===== src/rtl/baud_tick_generator.sv =====
// Fractional-N baud tick generator: single-cycle rxTick every (divInt + divFrac/2^FRAC_BITS)
// clocks on average, and txTick on every OVERSAMPLE-th rxTick. A new divisor takes effect only on a bit boundary.
module baud_tick_generator #(
  parameter int DIV_INT_WIDTH  = 16,
  parameter int FRAC_BITS      = 4,
  parameter int OVERSAMPLE     = 16,
  parameter int RESET_DIV_INT  = 651,
  parameter int RESET_DIV_FRAC = 1
) (
  input  logic                     clk,
  input  logic                     resetN,
  input  logic                     run,
  input  logic                     cfgLoad,
  input  logic [DIV_INT_WIDTH-1:0] cfgDivInt,
  input  logic [FRAC_BITS-1:0]     cfgDivFrac,
  output logic                     cfgPending,
  output logic [DIV_INT_WIDTH-1:0] divIntActive,
  output logic [FRAC_BITS-1:0]     divFracActive,
  output logic                     rxTick,
  output logic                     txTick
);

  localparam int OS_W  = (OVERSAMPLE > 2) ? $clog2(OVERSAMPLE) : 1;
  localparam int CNT_W = DIV_INT_WIDTH + 1;

  // Divisors below 2 would make ticks run back-to-back, so they saturate to 2.
  function automatic logic [DIV_INT_WIDTH-1:0] sat_div(input logic [DIV_INT_WIDTH-1:0] d);
    return (d < DIV_INT_WIDTH'(2)) ? DIV_INT_WIDTH'(2) : d;
  endfunction

  logic [CNT_W-1:0]         cnt_q, cnt_d;
  logic [FRAC_BITS-1:0]     acc_q, acc_d;
  logic                     extend_q, extend_d;
  logic [OS_W-1:0]          os_q, os_d;
  logic                     rx_q, rx_d;
  logic                     tx_q, tx_d;
  logic                     pend_q, pend_d;
  logic [DIV_INT_WIDTH-1:0] pendInt_q, pendInt_d;
  logic [FRAC_BITS-1:0]     pendFrac_q, pendFrac_d;
  logic [DIV_INT_WIDTH-1:0] actInt_q, actInt_d;
  logic [FRAC_BITS-1:0]     actFrac_q, actFrac_d;

  logic [CNT_W-1:0]         term;
  logic [FRAC_BITS:0]       fracSum;
  logic                     wrap, osLast, txEdge, apply;

  always_comb begin
    term    = {1'b0, sat_div(actInt_q)} + CNT_W'(extend_q) - CNT_W'(1);
    wrap    = (cnt_q >= term);
    osLast  = (os_q == OS_W'(OVERSAMPLE - 1));
    txEdge  = wrap & osLast;
    apply   = pend_q & (~run | txEdge);
    fracSum = {1'b0, acc_q} + {1'b0, actFrac_q};

    cnt_d    = cnt_q + CNT_W'(1);
    acc_d    = acc_q;
    extend_d = extend_q;
    os_d     = os_q;
    rx_d     = 1'b0;
    tx_d     = 1'b0;
    if (!run) begin
      cnt_d    = '0;
      acc_d    = '0;
      extend_d = 1'b0;
      os_d     = '0;
    end else if (wrap) begin
      cnt_d    = '0;
      acc_d    = fracSum[FRAC_BITS-1:0];
      extend_d = fracSum[FRAC_BITS];
      rx_d     = 1'b1;
      tx_d     = osLast;
      os_d     = osLast ? '0 : os_q + OS_W'(1);
    end

    pend_d     = pend_q;
    pendInt_d  = pendInt_q;
    pendFrac_d = pendFrac_q;
    actInt_d   = actInt_q;
    actFrac_d  = actFrac_q;
    // A fresh divisor restarts the fractional phase so the next bit is exact.
    if (apply) begin
      actInt_d  = pendInt_q;
      actFrac_d = pendFrac_q;
      pend_d    = 1'b0;
      acc_d     = '0;
      extend_d  = 1'b0;
    end
    if (cfgLoad) begin
      pendInt_d  = cfgDivInt;
      pendFrac_d = cfgDivFrac;
      pend_d     = 1'b1;
    end
  end

  always_ff @(posedge clk or negedge resetN) begin
    if (!resetN) begin
      cnt_q      <= '0;
      acc_q      <= '0;
      extend_q   <= 1'b0;
      os_q       <= '0;
      rx_q       <= 1'b0;
      tx_q       <= 1'b0;
      pend_q     <= 1'b0;
      pendInt_q  <= '0;
      pendFrac_q <= '0;
      actInt_q   <= DIV_INT_WIDTH'(RESET_DIV_INT);
      actFrac_q  <= FRAC_BITS'(RESET_DIV_FRAC);
    end else begin
      cnt_q      <= cnt_d;
      acc_q      <= acc_d;
      extend_q   <= extend_d;
      os_q       <= os_d;
      rx_q       <= rx_d;
      tx_q       <= tx_d;
      pend_q     <= pend_d;
      pendInt_q  <= pendInt_d;
      pendFrac_q <= pendFrac_d;
      actInt_q   <= actInt_d;
      actFrac_q  <= actFrac_d;
    end
  end

  assign rxTick        = rx_q;
  assign txTick        = tx_q;
  assign cfgPending    = pend_q;
  assign divIntActive  = actInt_q;
  assign divFracActive = actFrac_q;

endmodule

===== config.mk =====
export PLATFORM = sky130hd
export DESIGN_NAME = baud_tick_generator
export DESIGN_NICKNAME = d
export VERILOG_FILES = /design/src/rtl/baud_tick_generator.sv
export SDC_FILE = /design/constraint.sdc
export NUM_CORES = 1
export LEC_CHECK = 0
export ABC_CLOCK_PERIOD_IN_PS = 5300
export CELL_PAD_IN_SITES_DETAIL_PLACEMENT = 2
export CELL_PAD_IN_SITES_GLOBAL_PLACEMENT = 2
export CORE_AREA = 8 8 109 111
export DETAILED_ROUTE_END_ITERATION = 16
export DIE_AREA = 0 0 117 119
export GPL_ROUTABILITY_DRIVEN = 0
export HOLD_SLACK_MARGIN = 0.08
export PLACE_DENSITY_LB_ADDON = 0.1
export SYNTH_ARGS = -nofsm -noshare
export SYNTH_HDL_FRONTEND = slang
export SYNTH_SLANG_ARGS = --single-unit

===== constraint.sdc =====
create_clock -name clk -period 5.3 [get_ports clk]
set_input_delay 1.06 -clock clk [delete_from_list [all_inputs] [get_ports clk]]
set_output_delay 1.06 -clock clk [all_outputs]
set_load 0.01 [all_outputs]

Yosys cells after proc, flatten, opt, wreduce, memory -nomap -nowiden
Cells that the tools add are included.
{"block": "totals", "out_inout_bits": 23, "word_cells": 44, "input_bits": 24, "reg_bits": 69}
{"block": "classes", "add_sub_neg": 5, "magnitude_cmp": 2, "muxes": 18, "reduce_logical": 1, "n_bitwise": 4, "n_eq_ne": 3}
{"cell": "$mux 17", "count": 2}
{"cell": "$mux 4", "count": 6}
{"cell": "$add 16x1->17", "count": 1}
{"cell": "$add 17x1->17 const B", "count": 1}
{"cell": "$ge 17x17->1", "count": 1}
{"cell": "$sub 17x1->17 const B", "count": 1}
{"cell": "$lt 16x2->1 const B", "count": 1}
{"cell": "$mux 16", "count": 1}
{"cell": "$mux 1", "count": 9}
{"cell": "$add 4x4->5", "count": 1}
{"cell": "$add 4x1->4 const B", "count": 1}
{"cell": "$eq 4x4->1 const B", "count": 1}
{"cell": "$ne 3x1->1 const B", "count": 1}
{"cell": "$and 1x1->1", "count": 2}
{"cell": "$ne 2x1->1 const B", "count": 1}
{"cell": "$reduce_bool 2->1", "count": 1}
{"cell": "$not 1->1", "count": 1}
{"cell": "$or 1x1->1", "count": 1}

Longest topological paths before layout
Gate-level depths: netlist of run 1.
{"block": "logic_depth", "depth_word": 10, "mapped_depth": 19, "ltp_nobuf": 18}

Worst setup path after synthesis of run 1
Ideal clock, no wire load.
{"block": "synth_timing", "path_type": "register to register", "start": "register actInt_q[8] (netlist: divIntActive[8])", "end": "register actFrac_q[1] (netlist: divFracActive[1])", "synth_period_minus_slack_ns": 4.757, "arrival_ns": 4.632, "n_path_buf": 1, "setup_time_ns": 0.125, "slack_ns": 0.543, "path_stages_with_launch": 20, "t_required_ns": 5.175, "path_cell_list": "dfrtp_1 -> or3_4 -> or4b_1 -> nand3b_1 -> nand2_1 -> ha_1 -> ha_1 -> nor2b_1 -> nand2_1 -> or4_1 -> nor3_1 -> xnor2_1 -> ha_1 -> nand4_1 -> a311oi_1 -> a2111oi_4 -> o211ai_4 -> nand3_4 -> buf_6 -> mux2_4"}
{"block": "synth_between", "elab_chain_cells": 8}
{"element": "from (decl)", "line_no": "40", "source": "logic [DIV_INT_WIDTH-1:0] actInt_q, actInt_d;"}
{"element": "from (signal assigned)", "line_no": "106", "source": "actInt_q <= DIV_INT_WIDTH'(RESET_DIV_INT);"}
{"element": "from (signal assigned)", "line_no": "118", "source": "actInt_q <= actInt_d;"}
{"element": "$lt 16x2->1", "line_no": "28", "source": "return (d < DIV_INT_WIDTH'(2)) ? DIV_INT_WIDTH'(2) : d;"}
{"element": "$mux 16 *", "line_no": "28"}
{"element": "$add 16x1->17 *", "line_no": "48", "source": "term = {1'b0, sat_div(actInt_q)} + CNT_W'(extend_q) - CNT_W'(1);"}
{"element": "$sub 17x1->17 *", "line_no": "48"}
{"element": "$ge 17x17->1 *", "line_no": "49", "source": "wrap = (cnt_q >= term);"}
{"element": "$and 1x1->1 *", "line_no": "51", "source": "txEdge = wrap & osLast;"}
{"element": "$or 1x1->1 *", "line_no": "52", "source": "apply = pend_q & (~run | txEdge);"}
{"element": "$and 1x1->1 *", "line_no": "52"}
{"element": "to (signal assigned)", "line_no": "107", "source": "actFrac_q <= FRAC_BITS'(RESET_DIV_FRAC);"}
{"element": "to (signal assigned)", "line_no": "119", "source": "actFrac_q <= actFrac_d;"}
{"element": "to (decl)", "line_no": "41", "source": "logic [FRAC_BITS-1:0] actFrac_q, actFrac_d;"}
Every way passes the cells marked *; elsewhere a longest branch is shown, timed or not.
A chain may end at the register's enable or synchronous reset.

Worst setup path in the final report of run 1
{"block": "layout_timing", "start": "register actInt_q[9] (netlist: divIntActive[9])", "end": "register actInt_q[10] (netlist: divIntActive[10])"}
{"block": "layout_between", "elab_chain_cells": 8}
{"element": "$lt 16x2->1", "line_no": "28"}
{"element": "$mux 16 *", "line_no": "28"}
{"element": "$add 16x1->17 *", "line_no": "48"}
{"element": "$sub 17x1->17 *", "line_no": "48"}
{"element": "$ge 17x17->1 *", "line_no": "49"}
{"element": "$and 1x1->1 *", "line_no": "51"}
{"element": "$or 1x1->1 *", "line_no": "52"}
{"element": "$and 1x1->1 *", "line_no": "52"}
Marked as above.

==> results of run 1 <==
what timing repair did:
| action | 4_1_cts | 5_1_grt |
|---|---|---|
| setup buffers | 0 | 2 |
| hold endpoints to repair | 0 | 0 |
| cloned | 0 | 3 |
| pin swaps | 1 | 4 |
| endpoints found under the setup margin | 5 | 23 |
| gates resized for setup | 1 | 5 |
cell families after synthesis:
| kind of cell | after synthesis |
|---|---|
| xor gates and xnor gates | 28 |
| and+or+nand+nor | 101 |
| adders and majority gates | 26 |
| buffers and inverters | 14 |
| DFF | 69 |
| muxes | 41 |
| AOI/OAI and AO/OA | 33 |
cell usage in the layout (no fill, tap or decap), drive strengths merged, types with 2 or more instances in the layout:
master and instances:
nor3 6, dfstp 6, buf 12, nor2b 6
a21o 2, nand2 24, nor4 2, xor2 14
inv 7, clkinv 2, xnor2 14, mux2 40
dfrtp 63, bufinv 2, nand4 13, clkdlybuf4s50 45
o21ai 12, nand3 15, ha 25, or3 4
nor2 24, a21oi 11, or4 2, clkbuf 10
nand2b 2
state kept, by name, indices dropped and copies added, names as in the netlist:
register	cells
cfgPending	1
extend_q	1
divIntActive	16
txTick	1
os_q	4
rxTick	1
divFracActive	4
pendFrac_q	4
acc_q	4
pendInt_q	16
cnt_q	17
layer usage:
metal | vias to the layer above | GRT usage (%) | share of wire [%]
li1 | 1240 | - | -
met1 | 1398 | 17.9 | 43
met2 | 27 | 26.3 | 53
met3 | 11 | 2.78 | 2.1
met4 | 0 | 5.76 | 1.5
met5 | - | 0 | 0
layout make-up:
cell class | count | area (um^2) | area share (%)
clock buffer | 10 | 138 | 2.97
multi-input combinational | 232 | 1930 | 41.8
sequential | 69 | 1730 | 37.4
clock inverter | 6 | 93.8 | 2.03
inverter | 6 | 22.5 | 0.486
timing repair buffer | 57 | 538 | 11.6
tap | 136 | 170 | 3.67
power by group through the flow:
stage                     Clock (W)  Sequential (W)  Combinational [W]
after global placement            0        0.000668           0.000372
after floorplan                   0        0.000671           0.000188
after CTS                  0.000527        0.000663           0.000392
final                      0.000514        0.000664           0.000391
after global routing       0.000549        0.000673           0.000429
after detailed placement          0        0.000673           0.000388
worst reg2reg max path, cell delays in order (launching register included):
cell      delay (ns)
dfstp_2         0.41
or3_4           0.42
or4b_1          0.51
nand3b_1        0.22
nand2_1         0.12
ha_1            0.19
ha_1            0.19
nor2b_2         0.18
nand2_1         0.10
or4_4           0.48
nor3_2          0.14
xnor2_1         0.08
ha_1            0.29
nand4_1         0.17
or3_4           0.46
o211ai_4        0.39
nand3_4         0.21
mux2_4          0.36
per-stage QoR:
step | setup TNS, ns | hold WS [ns] | cell area, um^2
global placement | 0 | 0.484 | 4320
CTS | 0 | 0.509 | 4560
detailed placement | 0 | 0.492 | 4320
finish | 0 | 0.497 | 4630
floorplan | 0 | 0.455 | 3670
global route | -0.0112 | 0.533 | 4630
how the worst min path moves through the flow:
stage / from / cells past startpoint / to / slack [ns]
2_1_floorplan: cnt_q[0] / 1 / cnt_q[0] / 0.45
3_3_place_gp: pendInt_q[11] / 1 / divIntActive[11] / 0.48
3_5_place_dp: pendInt_q[7] / 1 / divIntActive[7] / 0.49
4_1_cts: pendInt_q[11] / 1 / divIntActive[11] / 0.51
5_1_grt: pendInt_q[11] / 1 / divIntActive[11] / 0.53
6_report: cnt_q[0] / 1 / cnt_q[0] / 0.50
==> summary.md, run 1 <==
| Metric | Value |
|---|---|
| DR vias/cell | 5.19 |
| Least-Margin Pin Slew | 1.05 ns |
| Overall die area | approximately 14000 um^2 |
| Post-Synth XOR/XNOR Area | 6.68% |
| DR WL/cell | roughly 20 um |
| Status | complete, no violations |
| Sequential fraction of the synthesis area | 47.2% |
| Mapped Avg Cell Area | ~12 um^2 |
| CTS Hold Bufs | 0 |
| Worst-path maximum fanout | 5 |
| Count of non-filler cells in the finished layout | 516 |
| Detailed Route WL | 10300 um |
| Area growth syn-to-layout | 26.1% |
| Antenna diodes | 0 |
| Worst Setup SP | divIntActive[9] |
| DR vias | approximately 2700 |
| Root buffer cell | clkbuf_8 |
| Dpl hpwl | 7170 um |
| Die Width | between 100 and 150 um |
| Initial drt markers | 80 |
| Fmax | 198 MHz |
| Remaining DRCs | 0 |
| Initial antenna violation count | 0 |
| Drt first pass iters | 4 |
| Final hold vios | 0 |
| Sink Count | just under 70 |
| Kind of cell adding the most delay to the critical path | simple AND/OR/NAND/NOR gates |
| Post-synth top cells | dfrtp_1, ha_1, nand2_1, nor2_1 |
| Number of synthesized register bits | 69 |
| Pint | about 0.0011 W |
| Critical R2R Launch | divIntActive[9] |
| Max-Slew Margin vs Limit | 29.6% |
| Post-Syn Area | 3670 um^2 |
| Post-synth top area share | 42.9% |
| Worst path cell trace | or3_4 -> or4b_1 -> nand3b_1 -> nand2_1 -> ha_1 -> ha_1 -> nor2b_2 -> nand2_1 -> or4_4 -> nor3_2 -> xnor2_1 -> ha_1 -> nand4_1 -> or3_4 -> o211ai_4 -> nand3_4 -> mux2_4 |
| # nets final | 425 |
| Vias in the first global route | 3020 |
| Fraction of registers with async set/reset | 100% |
| Sw Share | 30.4% |
| Synth Area in Compound Gates | around 6.3% |
| Synth Net Count | 362 |
| All-layer global routing usage | 15.1% |
| Die height | 119 um |
| Synth Warn # | 0 |
| Top FF cell, synth | dfrtp_1 |
| Most numerous cell in the Yosys netlist | dfrtp_1 |
| Total Power | 0.00157 W |
| CP required | ~5.5 ns |
| P_sw | 0.000478 W |
| CP startpoint kind | flop |
| Worst Hold Class | flop to flop |
| Largest family of logic cells by synthesized area | multiplexers |
| Worst vdd ir | 0.000125 V |
| CORE AREA | 10100 um^2 |
| Port bufs | 46 |
| Crit. path cell count | 17 |
| Post-DRT Antenna Nets | 0 |
| Boundary pin count | 47 |
| Max stage delay cell, worst path | or4b_1 |
| Pleak | 2.01 nW |
| Remaining Overflow, GRT | 0 |
| Util after Layout | 45.9% |
| Cells after Synth | 312 |
| CTS max path bufs | 2 |
| CTS tree | built |
| Synth Area in Adders | 9.06% |
| Final period util | 95.2% |
| Mux contribution to synthesized area | 14.6% |
| Crit path kind | flop to flop |
| Worst-Skew Late Latency | 0.36 ns |
| DP Worst Slack | 0.0103 ns |
| Layout cells sized above 1 | 22.6% |
| Setup violators final | 0 |
| Crit path largest cell delay | 0.51 ns |
| Simple-gate share of the synthesized area | between 10 and 15% |
| Final WS setup | approximately 0.25 ns |
| CTS Buf Count | 9 |
| Fill cells | 1067 |
| Dpl cells | 495 |
| Final Skew | 0.0120 ns |
| Crit path capture | divIntActive[10] |
| Max-cap violations | 0 |
| Leading post-synthesis cells by cell area | dfrtp_1, ha_1, mux2_4 |
| Reg2Reg Depth | 17 |
| Global-route wire length before repair | between 15000 and 20000 um |
| Reg power frac | between 40% and 50% |
| Worst-path clk slew | 0.08 ns |
| Tmin final | 5.05 ns |
| Post-synth cell types | 43 |
| Clock power frac | 32.7% |
| H-tree depth | 3 |
| Logic pwr share | 24.9% |
| CP bufs+invs | 0 |
| Largest net degree at the start of global routing | 42 |
| R2R setup slack | between 0.2 and 0.3 ns |
| Standard-cell rows | 37 |
| Number of flops mapped to enable cells by yosys | 0 |
| P per Cell Area | between 300 and 400 nW/um^2 |
| Critical path endpoint category | flop |
| R2r endpoint | divIntActive[10] |
| Synth area leader | dfrtp_1 |
| Most frequent CP cell | ha_1 |
| Starting Density | 36.4% |
| Critical Path AT | 5.28 ns |
| Pins Over Slew Limit | 0 |
Power figures use the tool's default switching activity.
==> run 2: changes to the inputs <==
--- a/config.mk
+++ b/config.mk
@@ -9,11 +9,13 @@
 export CELL_PAD_IN_SITES_DETAIL_PLACEMENT = 2
 export CELL_PAD_IN_SITES_GLOBAL_PLACEMENT = 2
 export CORE_AREA = 8 8 109 111
+export CTS_CLUSTER_DIAMETER = 100
 export DETAILED_ROUTE_END_ITERATION = 16
 export DIE_AREA = 0 0 117 119
 export GPL_ROUTABILITY_DRIVEN = 0
 export HOLD_SLACK_MARGIN = 0.08
 export PLACE_DENSITY_LB_ADDON = 0.1
+export REMOVE_ABC_BUFFERS = 1
 export SYNTH_ARGS = -nofsm -noshare
 export SYNTH_HDL_FRONTEND = slang
 export SYNTH_SLANG_ARGS = --single-unit
==> summary.md, run 2 (synthesis results as in run 1) <==
| Metric | Value |
|---|---|
| Status | complete, no violations |
| Drt first pass iters | 3 (-1) |
| Dpl cells | 494 (-0.20%) |
| Max-cap violations | 0 (unchanged) |
| Worst-path clk slew | 0.08 ns (about the same) |
| CP bufs+invs | 2 (+2) |
| CP required | 5.55 ns (about the same) |
| Die Width | 117 um (unchanged) |
| Max FFs per register | 17 (unchanged) |
| DR vias/cell | 5.06 (-2.4%) |
| Worst vdd ir | 0.000129 V (+3.0%) |
| CTS max path bufs | 2 (unchanged) |
| Detailed Route WL | 9630 um (-6.7%) |
| Global-route wire length before repair | 16300 um (+0.56%) |
| Max stage delay cell, worst path | or4b_1 |
| Max-Slew Margin vs Limit | 26.5% (-3.1 points) |
| Setup_tns | 0 ns (unchanged) |
| Remaining DRCs | 0 (unchanged) |
| Critical path endpoint category | flop |
| Remaining Overflow, GRT | 0 (unchanged) |
| Initial antenna violation count | 0 (unchanged) |
| Total Power | 0.00150 W (-4.3%) |
| Tmin final | 5.05 ns (+0.00559 ns) |
| CORE AREA | 10100 um^2 (unchanged) |
| Most flop-heavy register | cnt_q |
| Overall die area | 13900 um^2 (unchanged) |
| Setup violators final | 0 (unchanged) |
| Root buffer cell | clkbuf_8 |
| CTS Buf Count | 9 (unchanged) |
| Dpl hpwl | 7090 um (-1.2%) |
| Standard-cell rows | 37 (unchanged) |
| CP startpoint kind | flop |
| Count of non-filler cells in the finished layout | 515 (-0.19%) |
| Die height | 119 um (unchanged) |
| Fmax | 198 MHz (-0.11%) |
| Most common cell after layout, fill and taps aside | dfrtp_1 |
| Sink Count | 69 (unchanged) |
| Kind of cell adding the most delay to the critical path | simple AND/OR/NAND/NOR gates |
| Least-Margin Pin Slew | 1.10 ns (+0.0470 ns) |
| Area growth syn-to-layout | 25.6% |
| Final hold vios | 0 (unchanged) |
| Initial drt markers | 72 (-10%) |
| Crit path largest cell delay | 0.51 ns (about the same) |
| Final Skew | 0.00802 ns (-0.00397 ns) |
| DR WL/cell | 18.7 um (-6.5%) |
| Starting Density | 36.4% (unchanged) |
| Pins Over Slew Limit | 0 (unchanged) |
| Pleak | 2.00 nW (-0.53%) |
| H-tree depth | 3 (unchanged) |
| P per Cell Area | 325 nW/um^2 (-4.0%) |
| Worst-path maximum fanout | 10 (+5) |
| Worst Hold Class | flop to flop |
| Vias in the first global route | 3108 (+2.9%) |
| CTS tree | built |
| Worst path cell trace | or3_4 -> or4b_1 -> nand3b_1 -> nand2_1 -> ha_1 -> ha_2 -> nor2b_2 -> nand2_1 -> or4_4 -> nor3_2 -> xnor2_1 -> ha_1 -> nand4_1 -> inv_1 -> a2111oi_4 -> o211ai_4 -> nand3_4 -> buf_12 -> mux2_4 |
| Boundary pin count | 47 (unchanged) |
| Crit path kind | flop to flop |
| Post-DRT Antenna Nets | 0 (unchanged) |
| Largest net degree at the start of global routing | 45 (+7.1%) |
| Unrepaired setup endpoints after global routing | false |
| CTS Hold Bufs | 0 (unchanged) |
| Most frequent cells in the layout | dfrtp_1, clkdlybuf4s50_1, nor2_1, nand2_1, ha_1 |
| Layout cells sized above 1 | 22.7% (+0.060 points) |
| Antenna diodes | 0 (unchanged) |
| Worst-Skew Late Latency | 0.36 ns (about the same) |
| Critical Path AT | 5.30 ns (+0.02 ns) |
| Final period util | 95.4% (+0.11 points) |
| All-layer global routing usage | 15.2% (+0.12 points) |
| Port bufs | 46 (unchanged) |
| DR vias | 2606 (-2.6%) |
| # nets final | 424 (-0.24%) |
run 2: per-stage QoR:
stage / area [um^2] / hold slack (ns) / utilization (%) / worst slack, ns
global placement: 4310 / 0.484 / 42.7 / 0.163
floorplan: 3630 / 0.455 / - / 0.255
global route: 4610 / 0.524 / 45.7 / 0.0108
finish: 4610 / 0.504 / 45.7 / 0.246
detailed placement: 4310 / 0.494 / 42.7 / -0.110
CTS: 4580 / 0.510 / 45.3 / 0.0339
run 2: worst paths after layout:
check,cells past startpoint,start,endpoint,slack [ns]
min reg2reg,1,cnt_q[0],cnt_q[0],0.50
max in group asynchronous,2,resetN,cnt_q[3],3.55
max,19,divIntActive[9],divIntActive[12],0.25
min,1,cnt_q[0],cnt_q[0],0.50
min in group asynchronous,1,resetN,cnt_q[5],0.73
max reg2reg,19,divIntActive[9],divIntActive[12],0.25
run 2: area by class of cell:
cell class / instances / area (um^2)
clock inverter: 6 / 71.3
tap: 136 / 170
clock buffer: 10 / 128
timing repair buffer: 58 / 571
sequential: 69 / 1730
multi-input combinational: 230 / 1920
inverter: 6 / 22.5
fill: 1068 / 5480
run 2: worst reg2reg max path: stages (launching register included):
cell and delay, ns:
dfstp_2 0.40, or3_4 0.41, or4b_1 0.51, nand3b_1 0.22
nand2_1 0.12, ha_1 0.21, ha_2 0.20, nor2b_2 0.17
nand2_1 0.11, or4_4 0.48, nor3_2 0.15, xnor2_1 0.16
ha_1 0.29, nand4_1 0.16, inv_1 0.10, a2111oi_4 0.44
o211ai_4 0.19, nand3_4 0.16, buf_12 0.17, mux2_4 0.30
run 2: routing by layer:
metal | vias to the layer above | share of wire [%] | GRT usage (%)
li1 | 1235 | - | -
met1 | 1324 | 43 | 18.0
met2 | 33 | 52 | 25.5
met3 | 14 | 3.0 | 4.09
met4 | 0 | 1.8 | 6.00
met5 | - | 0 | 0
run 2: what timing repair did:
action / in CTS / in global routing
setup endpoints to repair: 20 / 46
cloned: 1 / 0
setup buffers: 2 / 2
pin swaps: 3 / 4
endpoints found under the hold margin: 0 / 0
gates resized for setup: 2 / 5
run 2: report_power, final:
part | switching (W) | internal (W) | leakage [nW] | total, W
Combinational | 0.000171 | 0.000221 | 1.05 | 0.000392
Clock | 0.000226 | 0.000222 | 0.0935 | 0.000448
Sequential | 0.0000704 | 0.000590 | 0.862 | 0.000661
